<file path="src/rtl/ama_riscv_uart_tx_if.sv">
// -----------------------------------------------------------------------------
// ama_riscv_uart_tx_if
// Store handshake between the core's MMIO UART store path and the UART
// transmitter.
//   store_to_uart       core -> uart  store to the UART data register (valid)
//   mmio_uart_data_in   core -> uart  byte to transmit
//   mmio_data_in_ready  uart -> core  transmitter can accept a byte (ready)
// Modports: master = core side, slave = transmitter side.
// -----------------------------------------------------------------------------
interface ama_riscv_uart_tx_if;
  logic       store_to_uart;
  logic [7:0] mmio_uart_data_in;
  logic       mmio_data_in_ready;

  modport master (
    output store_to_uart,
    output mmio_uart_data_in,
    input  mmio_data_in_ready
  );

  modport slave (
    input  store_to_uart,
    input  mmio_uart_data_in,
    output mmio_data_in_ready
  );
endinterface

</file>
<file path="src/rtl/ama_riscv_uart_tx.sv">
// -----------------------------------------------------------------------------
// ama_riscv_uart_tx
// MMIO UART transmitter. Accepts one byte per core store, buffers it and
// shifts it out 8N1, LSB first, on serial_tx.
//
// Ports:
//   clk         core clock, rising edge
//   rst         asynchronous, active-low reset
//   bus         store handshake (slave modport): store_to_uart,
//               mmio_uart_data_in, mmio_data_in_ready
//   serial_tx   UART line, idle high (registered)
//   tx_busy     frame in progress or buffer non-empty
//   tx_overrun  sticky: a store arrived while ready was 0; cleared by reset
//
// Parameters:
//   CLKS_PER_BIT  clock cycles per UART bit, 2..65535
//   FIFO_DEPTH    buffer depth (power of 2, >=2) when UART_TX_FIFO_EN is set
//
// Build option:
//   UART_TX_FIFO_EN  defined   -> FIFO_DEPTH-entry circular FIFO buffer
//                    undefined -> single holding register
// -----------------------------------------------------------------------------
module ama_riscv_uart_tx #(
  parameter int CLKS_PER_BIT = 868,
  parameter int FIFO_DEPTH   = 4
) (
  input  logic                      clk,
  input  logic                      rst,
  ama_riscv_uart_tx_if.slave        bus,
  output logic                      serial_tx,
  output logic                      tx_busy,
  output logic                      tx_overrun
);

  localparam int                CNT_W    = (CLKS_PER_BIT > 1) ? $clog2(CLKS_PER_BIT) : 1;
  localparam logic [CNT_W-1:0]  CNT_LAST = CNT_W'(CLKS_PER_BIT - 1);

  typedef enum logic [1:0] {IDLE, START, DATA, STOP} state_e;

  state_e             state_q, state_d;
  logic [CNT_W-1:0]   baud_cnt_q, baud_cnt_d;
  logic [2:0]         bit_idx_q, bit_idx_d;
  logic [7:0]         shift_q, shift_d;
  logic               tx_q, tx_d;
  logic               overrun_q, overrun_d;

  logic               buf_full;
  logic               buf_empty;
  logic [7:0]         buf_head;
  logic               push;
  logic               pop;
  logic               baud_wrap;

  // Ready comes from registered occupancy only, so the core never sees a
  // combinational path from its own store strobe back to ready.
  assign bus.mmio_data_in_ready = ~buf_full;
  assign push                   = bus.store_to_uart & ~buf_full;
  assign baud_wrap              = (baud_cnt_q == CNT_LAST);

`ifdef UART_TX_FIFO_EN
  // ---------------------------------------------------------------------------
  // Circular FIFO. Pointers wrap naturally because FIFO_DEPTH is a power of 2;
  // the count carries one extra bit to tell full from empty.
  // ---------------------------------------------------------------------------
  localparam int             PTR_W   = $clog2(FIFO_DEPTH);
  localparam logic [PTR_W:0] DEPTH_C = (PTR_W + 1)'(FIFO_DEPTH);

  logic [7:0]       mem_q [FIFO_DEPTH];
  logic [PTR_W-1:0] wr_ptr_q, wr_ptr_d;
  logic [PTR_W-1:0] rd_ptr_q, rd_ptr_d;
  logic [PTR_W:0]   count_q, count_d;

  assign buf_full  = (count_q == DEPTH_C);
  assign buf_empty = (count_q == '0);
  assign buf_head  = mem_q[rd_ptr_q];

  always_comb begin
    wr_ptr_d = wr_ptr_q;
    rd_ptr_d = rd_ptr_q;
    count_d  = count_q;
    if (push) begin
      wr_ptr_d = wr_ptr_q + 1'b1;
    end
    if (pop) begin
      rd_ptr_d = rd_ptr_q + 1'b1;
    end
    case ({push, pop})
      2'b10:   count_d = count_q + 1'b1;
      2'b01:   count_d = count_q - 1'b1;
      default: count_d = count_q;
    endcase
  end

  always_ff @(posedge clk or negedge rst) begin
    if (!rst) begin
      wr_ptr_q <= '0;
      rd_ptr_q <= '0;
      count_q  <= '0;
    end else begin
      wr_ptr_q <= wr_ptr_d;
      rd_ptr_q <= rd_ptr_d;
      count_q  <= count_d;
    end
  end

  // Storage needs no reset: an entry is only read after it has been written.
  always_ff @(posedge clk) begin
    if (push) begin
      mem_q[wr_ptr_q] <= bus.mmio_uart_data_in;
    end
  end
`else
  // ---------------------------------------------------------------------------
  // Single holding register. Push only happens while empty and pop only while
  // full, so they never coincide.
  // ---------------------------------------------------------------------------
  logic [7:0] hold_q, hold_d;
  logic       full_q, full_d;

  // FIFO_DEPTH only sizes the FIFO build; tie it off here.
  logic unused_fifo_depth;
  assign unused_fifo_depth = ^FIFO_DEPTH;

  assign buf_full  = full_q;
  assign buf_empty = ~full_q;
  assign buf_head  = hold_q;

  always_comb begin
    hold_d = hold_q;
    full_d = full_q;
    if (pop) begin
      full_d = 1'b0;
    end
    if (push) begin
      full_d = 1'b1;
      hold_d = bus.mmio_uart_data_in;
    end
  end

  always_ff @(posedge clk or negedge rst) begin
    if (!rst) begin
      hold_q <= '0;
      full_q <= 1'b0;
    end else begin
      hold_q <= hold_d;
      full_q <= full_d;
    end
  end
`endif

  // ---------------------------------------------------------------------------
  // Frame FSM: next state, counters, shifter and next line level.
  // serial_tx is the registered tx_q, so each branch sets the level the line
  // takes right after the edge that enters the next state.
  // ---------------------------------------------------------------------------
  always_comb begin
    state_d    = state_q;
    baud_cnt_d = baud_cnt_q;
    bit_idx_d  = bit_idx_q;
    shift_d    = shift_q;
    tx_d       = tx_q;
    pop        = 1'b0;

    case (state_q)
      IDLE: begin
        baud_cnt_d = '0;
        tx_d       = 1'b1;
        if (!buf_empty) begin
          pop     = 1'b1;
          shift_d = buf_head;
          tx_d    = 1'b0;
          state_d = START;
        end
      end

      START: begin
        if (baud_wrap) begin
          baud_cnt_d = '0;
          bit_idx_d  = '0;
          tx_d       = shift_q[0];
          state_d    = DATA;
        end else begin
          baud_cnt_d = baud_cnt_q + 1'b1;
        end
      end

      DATA: begin
        if (baud_wrap) begin
          baud_cnt_d = '0;
          if (bit_idx_q == 3'd7) begin
            tx_d    = 1'b1;
            state_d = STOP;
          end else begin
            // Next bit is shift_q[1]; it becomes shift_d[0] after the shift.
            bit_idx_d = bit_idx_q + 1'b1;
            shift_d   = {1'b0, shift_q[7:1]};
            tx_d      = shift_q[1];
          end
        end else begin
          baud_cnt_d = baud_cnt_q + 1'b1;
        end
      end

      STOP: begin
        if (baud_wrap) begin
          baud_cnt_d = '0;
          // Chain straight into the next start bit when a byte is waiting.
          if (!buf_empty) begin
            pop     = 1'b1;
            shift_d = buf_head;
            tx_d    = 1'b0;
            state_d = START;
          end else begin
            tx_d    = 1'b1;
            state_d = IDLE;
          end
        end else begin
          baud_cnt_d = baud_cnt_q + 1'b1;
        end
      end

      default: begin
        baud_cnt_d = '0;
        tx_d       = 1'b1;
        state_d    = IDLE;
      end
    endcase
  end

  // Dropped stores latch the overrun flag until reset.
  assign overrun_d = overrun_q | (bus.store_to_uart & buf_full);

  always_ff @(posedge clk or negedge rst) begin
    if (!rst) begin
      state_q    <= IDLE;
      baud_cnt_q <= '0;
      bit_idx_q  <= '0;
      shift_q    <= '0;
      tx_q       <= 1'b1;
      overrun_q  <= 1'b0;
    end else begin
      state_q    <= state_d;
      baud_cnt_q <= baud_cnt_d;
      bit_idx_q  <= bit_idx_d;
      shift_q    <= shift_d;
      tx_q       <= tx_d;
      overrun_q  <= overrun_d;
    end
  end

  assign serial_tx  = tx_q;
  assign tx_busy    = (state_q != IDLE) | ~buf_empty;
  assign tx_overrun = overrun_q;

endmodule

</file>
<file path="src/flat_wrapper.sv">
// flat-port wrapper written by rule: the top's interface ports become plain ports
module ama_riscv_uart_tx_flat 
#(
  parameter int CLKS_PER_BIT = 868,
  parameter int FIFO_DEPTH   = 4
)
  (clk, rst, serial_tx, tx_busy, tx_overrun, bus_store_to_uart, bus_mmio_uart_data_in, bus_mmio_data_in_ready);
  ama_riscv_uart_tx_if bus_i ();
  input  logic clk;
  input  logic rst;
  output logic serial_tx;
  output logic tx_busy;
  output logic tx_overrun;
  input wire logic [$bits(bus_i.store_to_uart)-1:0] bus_store_to_uart;
  input wire logic [$bits(bus_i.mmio_uart_data_in)-1:0] bus_mmio_uart_data_in;
  output wire logic [$bits(bus_i.mmio_data_in_ready)-1:0] bus_mmio_data_in_ready;
  assign bus_i.store_to_uart = bus_store_to_uart;
  assign bus_i.mmio_uart_data_in = bus_mmio_uart_data_in;
  assign bus_mmio_data_in_ready = bus_i.mmio_data_in_ready;
  ama_riscv_uart_tx #(.CLKS_PER_BIT(CLKS_PER_BIT), .FIFO_DEPTH(FIFO_DEPTH)) u_core (.clk(clk), .rst(rst), .bus(bus_i), .serial_tx(serial_tx), .tx_busy(tx_busy), .tx_overrun(tx_overrun));
endmodule
</file>
<file path="config.mk">
export PLATFORM = sky130hd
export DESIGN_NAME = ama_riscv_uart_tx_flat
export DESIGN_NICKNAME = d
export VERILOG_FILES = /design/src/rtl/ama_riscv_uart_tx_if.sv /design/src/rtl/ama_riscv_uart_tx.sv /design/src/flat_wrapper.sv
export SDC_FILE = /design/constraint.sdc
export NUM_CORES = 1
export LEC_CHECK = 0
export CORE_ASPECT_RATIO = 0.8
export CORE_MARGIN = 2
export CORE_UTILIZATION = 53
export CTS_BUF_LIST = sky130_fd_sc_hd__clkbuf_4
export DETAILED_ROUTE_END_ITERATION = 12
export GPL_TIMING_DRIVEN = 0
export HOLD_SLACK_MARGIN = 0.03
export PLACE_DENSITY_LB_ADDON = 0.08
export SLEW_MARGIN = 20
export SYNTH_ARGS = -nofsm -noshare
export SYNTH_HDL_FRONTEND = slang
export SYNTH_SLANG_ARGS = --single-unit
</file>
<file path="constraint.sdc">
create_clock -name clk -period 1.9 [get_ports clk]
set_input_delay 0.285 -clock clk [delete_from_list [all_inputs] [get_ports clk]]
set_output_delay 0.285 -clock clk [all_outputs]
set_load 0.02 [all_outputs]
</file>
==> results of run 1 <==
-- layer usage --
metal / GRT usage (%) / wire length (µm)
met2: 30.4 / 1480
met1: 27.8 / 1500
met5: 0 / 0
met4: 6.12 / 12
met3: 5.26 / 91
-- worst min-delay path by stage --
| stage | slack, ps | startpoint | end |
|---|---|---|---|
| after floorplan | -10 | rst | u_core.baud_cnt_q[0]$_DFF_PN0_ |
| after global placement | 440 | u_core.tx_overrun$_DFF_PN0_ | u_core.tx_overrun$_DFF_PN0_ |
| after detailed placement | 240 | rst | u_core.baud_cnt_q[9]$_DFF_PN0_ |
| after CTS | 420 | rst | u_core.baud_cnt_q[5]$_DFF_PN0_ |
| after global routing | 430 | rst | u_core.baud_cnt_q[9]$_DFF_PN0_ |
| final | 410 | rst | u_core.baud_cnt_q[9]$_DFF_PN0_ |
-- sequential cells by signal (all words and copies together), names as in the netlist --
signal,flops
u_core.bit_idx_q,3
u_core.buf_full,1
u_core.state_q,2
u_core.serial_tx,1
u_core.buf_head,8
u_core.tx_overrun,1
u_core.baud_cnt_q,10
u_core.shift_q,8
-- cell usage after synthesis, types with 2 or more instances --
library cell,instances,area share (%)
sky130_fd_sc_hd__a221o_1,2,1.2
sky130_fd_sc_hd__mux2_2,24,16
sky130_fd_sc_hd__clkbuf_1,2,0.44
sky130_fd_sc_hd__xor2_1,6,3.1
sky130_fd_sc_hd__and3_1,5,1.8
sky130_fd_sc_hd__nand2_1,4,0.87
sky130_fd_sc_hd__nor2b_1,4,1.5
sky130_fd_sc_hd__o21ai_2,2,1.0
sky130_fd_sc_hd__nor3_1,9,2.6
sky130_fd_sc_hd__ha_1,8,5.8
sky130_fd_sc_hd__o221ai_1,2,1.0
sky130_fd_sc_hd__inv_1,4,0.87
sky130_fd_sc_hd__buf_6,2,1.3
sky130_fd_sc_hd__nor2_1,5,1.1
sky130_fd_sc_hd__nand4_1,3,1.1
sky130_fd_sc_hd__a22o_1,2,1.0
sky130_fd_sc_hd__nand2b_1,2,0.73
sky130_fd_sc_hd__dfrtp_1,33,48
sky130_fd_sc_hd__a211o_1,2,1.0
sky130_fd_sc_hd__xnor2_1,2,1.0
sky130_fd_sc_hd__nand3_1,4,1.2
-- where the power goes --
group	switching [mW]	internal, mW
combinational	0.629	0.760
clock	0.237	0.138
sequential	0.167	1.00
total	1.03	1.90
-- what timing repair did --
item / 4_1_cts / 5_1_grt
hold buffers: 1 / 0
pin swaps: 0 / 1
hold endpoints to repair: 13 / 0
resized for setup: 8 / 4
cloned: 0 / 0
setup endpoints to repair: 11 / 9
-- cell type report --
class	count	area, µm²
inverters	4	15.0
plain buffers	6	52.6
fillers	237	1070
flip-flops and latches	34	852
multi-input cells	96	820
repair buffers	16	175
clock buffers	5	37.5
well taps	40	50.0
clock inverters	3	16.3
-- worst register-to-register path, cell delays in order (launching register included) --
cell                       delay, ps
sky130_fd_sc_hd__dfrtp_1         420
sky130_fd_sc_hd__inv_2           130
sky130_fd_sc_hd__ha_2            300
sky130_fd_sc_hd__clkbuf_4        250
sky130_fd_sc_hd__mux2_2          350
sky130_fd_sc_hd__mux2_2          260
-- per-stage QoR --
step	hold slack, ps	cell area (µm²)	cells
6_report	413	2020	204
5_1_grt	426	2020	204
4_1_cts	419	2000	204
3_5_place_dp	239	1930	196
3_3_place_gp	438	1910	195
2_1_floorplan	-10.6	1720	141
-- cell families after synthesis --
family	count (synthesis)	share of synthesized area, %
AO/OA/AOI/OAI	17	8.67
XOR/XNOR	8	4.08
adder cells (fa/ha/maj)	8	5.83
buffers and inverters	11	3.57
flip-flops	34	49.6
multiplexers	24	15.7
AND/OR/NAND/NOR	39	12.5
==> qor_table.md, run 1 <==
| Step | Quantity | This run |
|---|---|---|
| outcome | Result of the run | finished, final reports clean |
| sta | Count of final hold-check violations | 0 |
| placement | Setup Slack @ Placement | -189 ps |
| floorplan | IO Count | 15 |
| sta | Final period util | 95.5% |
| logic synthesis | Ys flop type | sky130_fd_sc_hd__dfrtp_1 |
| logic synthesis | Unique masters post-synth | 35 |
| sta | Maximum clock skew at final layout | 5.53 ps |
| worst setup path | Critical path endpoint | u_core.shift_q[6]$_DFFE_PN0P_ |
| worst setup path | Library cell contributing the largest single delay on the critical path | sky130_fd_sc_hd__dfrtp_1 |
| sta | Relative max-transition margin | 64.2% |
| floorplan | Y dimension of the die | 54.9 µm |
| global route | Global router's overall resource usage | 19.8% |
| logic synthesis | Mapped Nets | 160 |
| logic synthesis | Syn Area/Cell | 12.2 µm² |
| worst setup path | Data required time at the worst endpoint | 2110 ps |
| sta | Fmax | 551 MHz |
| cts | Root cell of the clock tree | sky130_fd_sc_hd__clkbuf_4 |
| worst setup path | Worst R2R Path Depth | 5 |
| worst setup path | Register-to-register setup slack | 90 ps |
| placement | GP Congestion | 0.744 |
| final layout | Commonest non-fill, non-tap cell in the layout | sky130_fd_sc_hd__dfrtp_1 |
| flow run | MaxCap Viol Count | 0 |
| detailed routing | # DRC | 0 |
| floorplan | Total die area | 0.00372 mm² |
| placement | Sum of net half-perimeters after detailed placement | 2270 µm |
| worst setup path | Critical path launch point type | register |
| worst setup path | Class of the most critical setup path | reg2reg |
| worst setup path | Total stage count of the critical path | 5 |
| final layout | Share of layout cells above drive strength 1 | 28.7% |
| worst setup path | Capture point of the worst reg-to-reg path | u_core.shift_q[6]$_DFFE_PN0P_ |
| global route | Vias in the first global route | 1157 |
| floorplan | Width of the chip | 67.7 µm |
| worst setup path | Cells traversed along the worst timing path | inv_2 > ha_2 > clkbuf_4 > mux2_2 > mux2_2 |
| cts | CTS clock-pin slew for the worst setup and hold paths | 100 ps |
| worst setup path | CP max FO | 10 |
| worst setup path | Launching instance or port of the critical path | u_core.state_q[0]$_DFFE_PN0P_ |
| final layout | Final layout net count | 182 |
| power and ir drop | Peak supply drop | 0.000972 V |
| detailed routing | Drt via density | 5.57 |
| final layout | Count of inserted antenna diode cells | 0 |
| global route | Overflow after GRT | 0 |
| logic synthesis | Number of warning messages in the yosys log | 0 |
| cts | CTS tree | yes |
| cts | Number of H-tree levels | 2 |
| global route | Number of antenna violations at the first check in global routing | 0 |
| detailed routing | Routed length per placed instance | 15.1 µm |
| power and ir drop | Power per cell area | 1450 mW/mm² |
| worst setup path | Source of the worst register-to-register timing path | u_core.state_q[0]$_DFFE_PN0P_ |
| worst setup path | Worst path arrival time | 2030 ps |
| cts | CTS Buffer Depth | 2 |
| sta | Sum of negative setup slack | 0 ps |
| power and ir drop | Overall power consumption | 2.93 mW |
| sta | Final Worst Setup Slack | 85.7 ps |
| worst setup path | Crit path largest cell delay | 420 ps |
| sta | Count of final max-slew check failures | 0 |
| final layout | Most frequent cells in the layout | 33 x sky130_fd_sc_hd__dfrtp_1, 24 x sky130_fd_sc_hd__mux2_2, 11 x sky130_fd_sc_hd__clkdlybuf4s50_1, 9 x sky130_fd_sc_hd__nor3_1 |
| worst setup path | Worst path buffer plus inverter count | 2 |
| detailed routing | First-pass iteration count of the detailed router | 4 |
| logic synthesis | Async set or reset register ratio after synthesis | 100% |
| worst setup path | Most prevalent standard cell on the critical path | sky130_fd_sc_hd__mux2_2 |
| detailed routing | Final WL | 3080 µm |
| sta | RSZ-0062 raised after global routing | false |
| floorplan | Starting density of the core | 55.7% |
| cts | Total setup buffers inserted after CTS | 0 |
| final layout | Area added between synthesis and finish | 17.5% |
| worst setup path | Delay-heaviest family, CP | multiplexers |
| worst setup path | Sort of element at the end of the critical path | register |
| final layout | Fin util | 65.4% |
| logic synthesis | Flip-flop and latch count after synthesis | 34 |
| placement | Count of port buffers added during placement | 14 |
| detailed routing | Violation count after the first detailed-route iteration | 55 |
| floorplan | Standard-cell row count | 18 |
| power and ir drop | Leakage component of the power | 0.914 nW |
| floorplan | Placeable core region | 0.00309 mm² |
| sta | Total of endpoints with negative setup slack in the final report | 0 |
| logic synthesis | Post-synthesis cell area | 0.00172 mm² |
| cts | Clock buffers created by TritonCTS | 5 |
| logic synthesis | Sequential element share of the synthesized area | 49.6% |
| global route | Global-route wire length before repair | 5330 µm |
| cts | Clk Latency, worst-skew pair | 320 ps |
| worst hold path | Tightest Hold Check Type | in2async |
| logic synthesis | Synthesized instance count | 141 |
| cts | Number of clock sinks | 34 |
| detailed routing | Final ANT Viol Nets | 0 |
| sta | Pin slew with the least headroom to its limit | 537 ps |
| logic synthesis | Number of synthesized flops with an enable pin | 0 |
| detailed routing | Total number of vias | 1136 |
| sta | Minimum clock period after layout | 1810 ps |
| global route | Largest net degree at the start of global routing | 21 |
(Power assumes the default switching activity.)
==> inputs of run 2 (changes only) <==
Settings changed: HOLD_SLACK_MARGIN 0.03 to not set.
==> results of run 2 <==
No change in the layout: final DEF, timing and power equal those of run 1.
==> inputs of run 3 (changes only) <==
Settings changed: CORE_UTILIZATION 53 to 58, MAX_ROUTING_LAYER set to met4.
Clock period 1.9 ns to 1.8 ns, I/O delays scaled along.
==> run 3 against run 2 <==
Critical path type is now reg2out. Sequential cell count stayed put. Routed wire length grew 6.6%. Clock skew is 7.9 ps higher. Core utilization up 12 points. Via count up 6.9%. Sequential power increased by 5%. Highest routed layer unchanged.
==> qor_table.md, run 3 (synthesis gave the netlist of run 1 again) <==
| Step | Quantity | This run | vs previous |
|---|---|---|---|
| global route | Overflow after GRT | 0 | unchanged |
| worst setup path | Sort of element at the end of the critical path | output port | was register |
| worst setup path | Worst path arrival time | 1470 ps | was 2030 ps |
| detailed routing | Violation count after the first detailed-route iteration | 50 | was 55 |
| global route | Global router's overall resource usage | 23.4% | was 19.8% |
| cts | CTS tree | yes | unchanged |
| floorplan | Placeable core region | 0.00279 mm² | was 0.00309 mm² |
| detailed routing | First-pass iteration count of the detailed router | 4 | unchanged |
| worst setup path | Critical path endpoint | serial_tx | was u_core.shift_q[6]$_DFFE_PN0P_ |
| worst hold path | Tightest Hold Check Type | in2async | unchanged |
| cts | Clock buffers created by TritonCTS | 5 | unchanged |
| cts | Number of clock sinks | 34 | unchanged |
| final layout | Number of flip-flops under the largest register name | 10 | unchanged |
| detailed routing | Total number of vias | 1214 | was 1136 |
| floorplan | Starting density of the core | 61.7% | was 55.7% |
| global route | Number of antenna violations at the first check in global routing | 0 | unchanged |
| power and ir drop | Overall power consumption | 3.48 mW | was 2.93 mW |
| placement | Sum of net half-perimeters after detailed placement | 2230 µm | was 2270 µm |
| detailed routing | Routed length per placed instance | 15.3 µm | was 15.1 µm |
| detailed routing | Drt via density | 5.67 | was 5.57 |
| final layout | Share of layout cells above drive strength 1 | 36.9% | was 28.7% |
| outcome | Result of the run | finished, final reports clean | unchanged |
| global route | Global-route wire length before repair | 5660 µm | was 5330 µm |
| final layout | Final layout net count | 195 | was 182 |
| floorplan | Width of the chip | 64.8 µm | was 67.7 µm |
| detailed routing | Final WL | 3280 µm | was 3080 µm |
| cts | CTS Buffer Depth | 2 | unchanged |
| worst setup path | Source of the worst register-to-register timing path | u_core.baud_cnt_q[0]$_DFF_PN0_ | was u_core.state_q[0]$_DFFE_PN0P_ |
| cts | Clk Latency, worst-skew pair | 340 ps | was 320 ps |
| final layout | Register bank with the most flops | u_core.baud_cnt_q | unchanged |
| sta | Count of final hold-check violations | 0 | unchanged |
| placement | Instance area after placement | 0.00193 mm² | about the same |
| power and ir drop | Peak supply drop | 0.00101 V | was 0.000972 V |
| sta | Maximum clock skew at final layout | 13.5 ps | was 5.53 ps |
| sta | Pin slew with the least headroom to its limit | 571 ps | was 537 ps |
| power and ir drop | Leakage component of the power | 0.986 nW | was 0.914 nW |
| sta | RSZ-0062 raised after global routing | false | unchanged |
| sta | Final Worst Setup Slack | 58.1 ps | was 85.7 ps |
| global route | Largest net degree at the start of global routing | 24 | was 21 |
| final layout | Fin util | 77.5% | was 65.4% |
| sta | Total of endpoints with negative setup slack in the final report | 0 | unchanged |
| worst setup path | Cells traversed along the worst timing path | clkdlybuf4s50_1 | was inv_2 > ha_2 > clkbuf_4 > mux2_2 > mux2_2 |
| sta | Fmax | 574 MHz |  |
| cts | CTS clock-pin slew for the worst setup and hold paths | 100 ps | about the same |
| sta | Fin Hold WS | 367 ps | was 413 ps |
| final layout | Finished layout cell area | 0.00216 mm² | was 0.00202 mm² |
| detailed routing | Final ANT Viol Nets | 0 | unchanged |
| final layout | Area added between synthesis and finish | 25.7% | was 17.5% |
| global route | Vias in the first global route | 1204 | was 1157 |
| placement | Number of instances in the placed design | 194 | was 196 |
| placement | GP Congestion | 0.861 | was 0.744 |
| detailed routing | # DRC | 0 | unchanged |
| cts | Number of H-tree levels | 2 | unchanged |
| worst setup path | Launching instance or port of the critical path | u_core.serial_tx$_DFFE_PN1P_ | was u_core.state_q[0]$_DFFE_PN0P_ |
| worst setup path | Delay-heaviest family, CP | buffers and inverters | was multiplexers |
| floorplan | Y dimension of the die | 52.7 µm | was 54.9 µm |
| final layout | Commonest non-fill, non-tap cell in the layout | sky130_fd_sc_hd__dfrtp_1 | unchanged |
| worst setup path | Worst path buffer plus inverter count | 1 | was 2 |
| worst setup path | Crit path largest cell delay | 590 ps | was 420 ps |
| sta | Final period util | 96.8% |  |
| worst setup path | Class of the most critical setup path | reg2out | was reg2reg |
| floorplan | IO Count | 15 | unchanged |
| worst setup path | Data required time at the worst endpoint | 1530 ps | was 2110 ps |
| final layout | Non-Filler Instances | 214 | was 204 |
| placement | Count of port buffers added during placement | 14 | unchanged |
| final layout | Filler instances | 175 | was 237 |
| floorplan | Standard-cell row count | 17 | was 18 |
| flow run | MaxCap Viol Count | 0 | unchanged |
| sta | Relative max-transition margin | 61.9% | was 64.2% |
| worst setup path | Total stage count of the critical path | 1 | was 5 |
| final layout | Count of inserted antenna diode cells | 0 | unchanged |
| sta | Count of final max-slew check failures | 0 | unchanged |
| worst setup path | Worst R2R Path Depth | 6 | was 5 |
| sta | Sum of negative setup slack | 0 ps | unchanged |
| worst setup path | Library cell contributing the largest single delay on the critical path | sky130_fd_sc_hd__clkdlybuf4s50_1 | was sky130_fd_sc_hd__dfrtp_1 |
| final layout | Most frequent cells in the layout | 33 x sky130_fd_sc_hd__dfrtp_1, 24 x sky130_fd_sc_hd__mux2_2, 12 x sky130_fd_sc_hd__buf_4, 11 x sky130_fd_sc_hd__clkdlybuf4s50_1, 8 x sky130_fd_sc_hd__nor3_1 | was 33 x sky130_fd_sc_hd__dfrtp_1, 24 x sky130_fd_sc_hd__mux2_2, 11 x sky130_fd_sc_hd__clkdlybuf4s50_1, 9 x sky130_fd_sc_hd__nor3_1 |
| worst setup path | Capture point of the worst reg-to-reg path | u_core.shift_q[3]$_DFFE_PN0P_ | was u_core.shift_q[6]$_DFFE_PN0P_ |
| worst setup path | Critical path launch point type | register | unchanged |
| floorplan | Total die area | 0.00342 mm² | was 0.00372 mm² |
| power and ir drop | Power per cell area | 1610 mW/mm² | was 1450 mW/mm² |
| worst setup path | Register-to-register setup slack | 60 ps | was 90 ps |
| sta | Minimum clock period after layout | 1740 ps |  |
| cts | Root cell of the clock tree | sky130_fd_sc_hd__clkbuf_4 | unchanged |
| worst setup path | CP max FO | 2 | was 10 |
| placement | Setup Slack @ Placement | -318 ps | was -189 ps |
==> run 3: worst min path at each step <==
| stage | from | depth (start not counted) | end | slack [ps] |
|---|---|---|---|---|
| after CTS | rst | 2 | u_core.baud_cnt_q[6]$_DFF_PN0_ | 360 |
| after detailed placement | rst | 1 | u_core.baud_cnt_q[5]$_DFF_PN0_ | 200 |
| final | rst | 2 | u_core.buf_full$_DFFE_PN0P_ | 370 |
| after global routing | rst | 2 | u_core.buf_full$_DFFE_PN0P_ | 400 |
| after floorplan | rst | 0 | u_core.baud_cnt_q[0]$_DFF_PN0_ | -30 |
| after global placement | u_core.tx_overrun$_DFF_PN0_ | 1 | u_core.tx_overrun$_DFF_PN0_ | 440 |
==> run 3: layer usage <==
| metal | vias to the layer above | GRT usage (%) | share of wire, % |
|---|---|---|---|
| met3 | 8 | 6.45 | 3.3 |
| met4 | 0 | 8.87 | 1.4 |
| li1 | 582 | - | - |
| met1 | 604 | 30.6 | 50 |
| met5 | - | - | 0 |
| met2 | 20 | 35.1 | 45 |
==> run 3: report_power, final <==
| group | internal [mW] | total [mW] | switching (mW) |
|---|---|---|---|
| clock | 0.177 | 0.415 | 0.237 |
| sequential | 1.06 | 1.23 | 0.173 |
| combinational | 1.05 | 1.83 | 0.778 |
| total | 2.29 | 3.48 | 1.19 |
==> run 3: area by class of cell <==
| cell class | instances | area (µm²) | area share [%] |
|---|---|---|---|
| Timing Repair Buffer | 28 | 275 | 12.7 |
| Sequential cell | 34 | 852 | 39.5 |
| Clock buffer | 7 | 52.6 | 2.43 |
| Tap cell | 38 | 47.5 | 2.20 |
| Inverter | 4 | 15.0 | 0.695 |
| Buffer | 7 | 67.6 | 3.13 |
| Multi-Input combinational cell | 96 | 850 | 39.3 |
==> run 3: timing repair <==
action / in CTS / in global routing
hold buffers: 1 / 0
resized for setup: 13 / 9
endpoints found under the hold margin: 10 / 0
endpoints found under the setup margin: 12 / 12
pin swaps: 2 / 2
setup buffers: 6 / 6
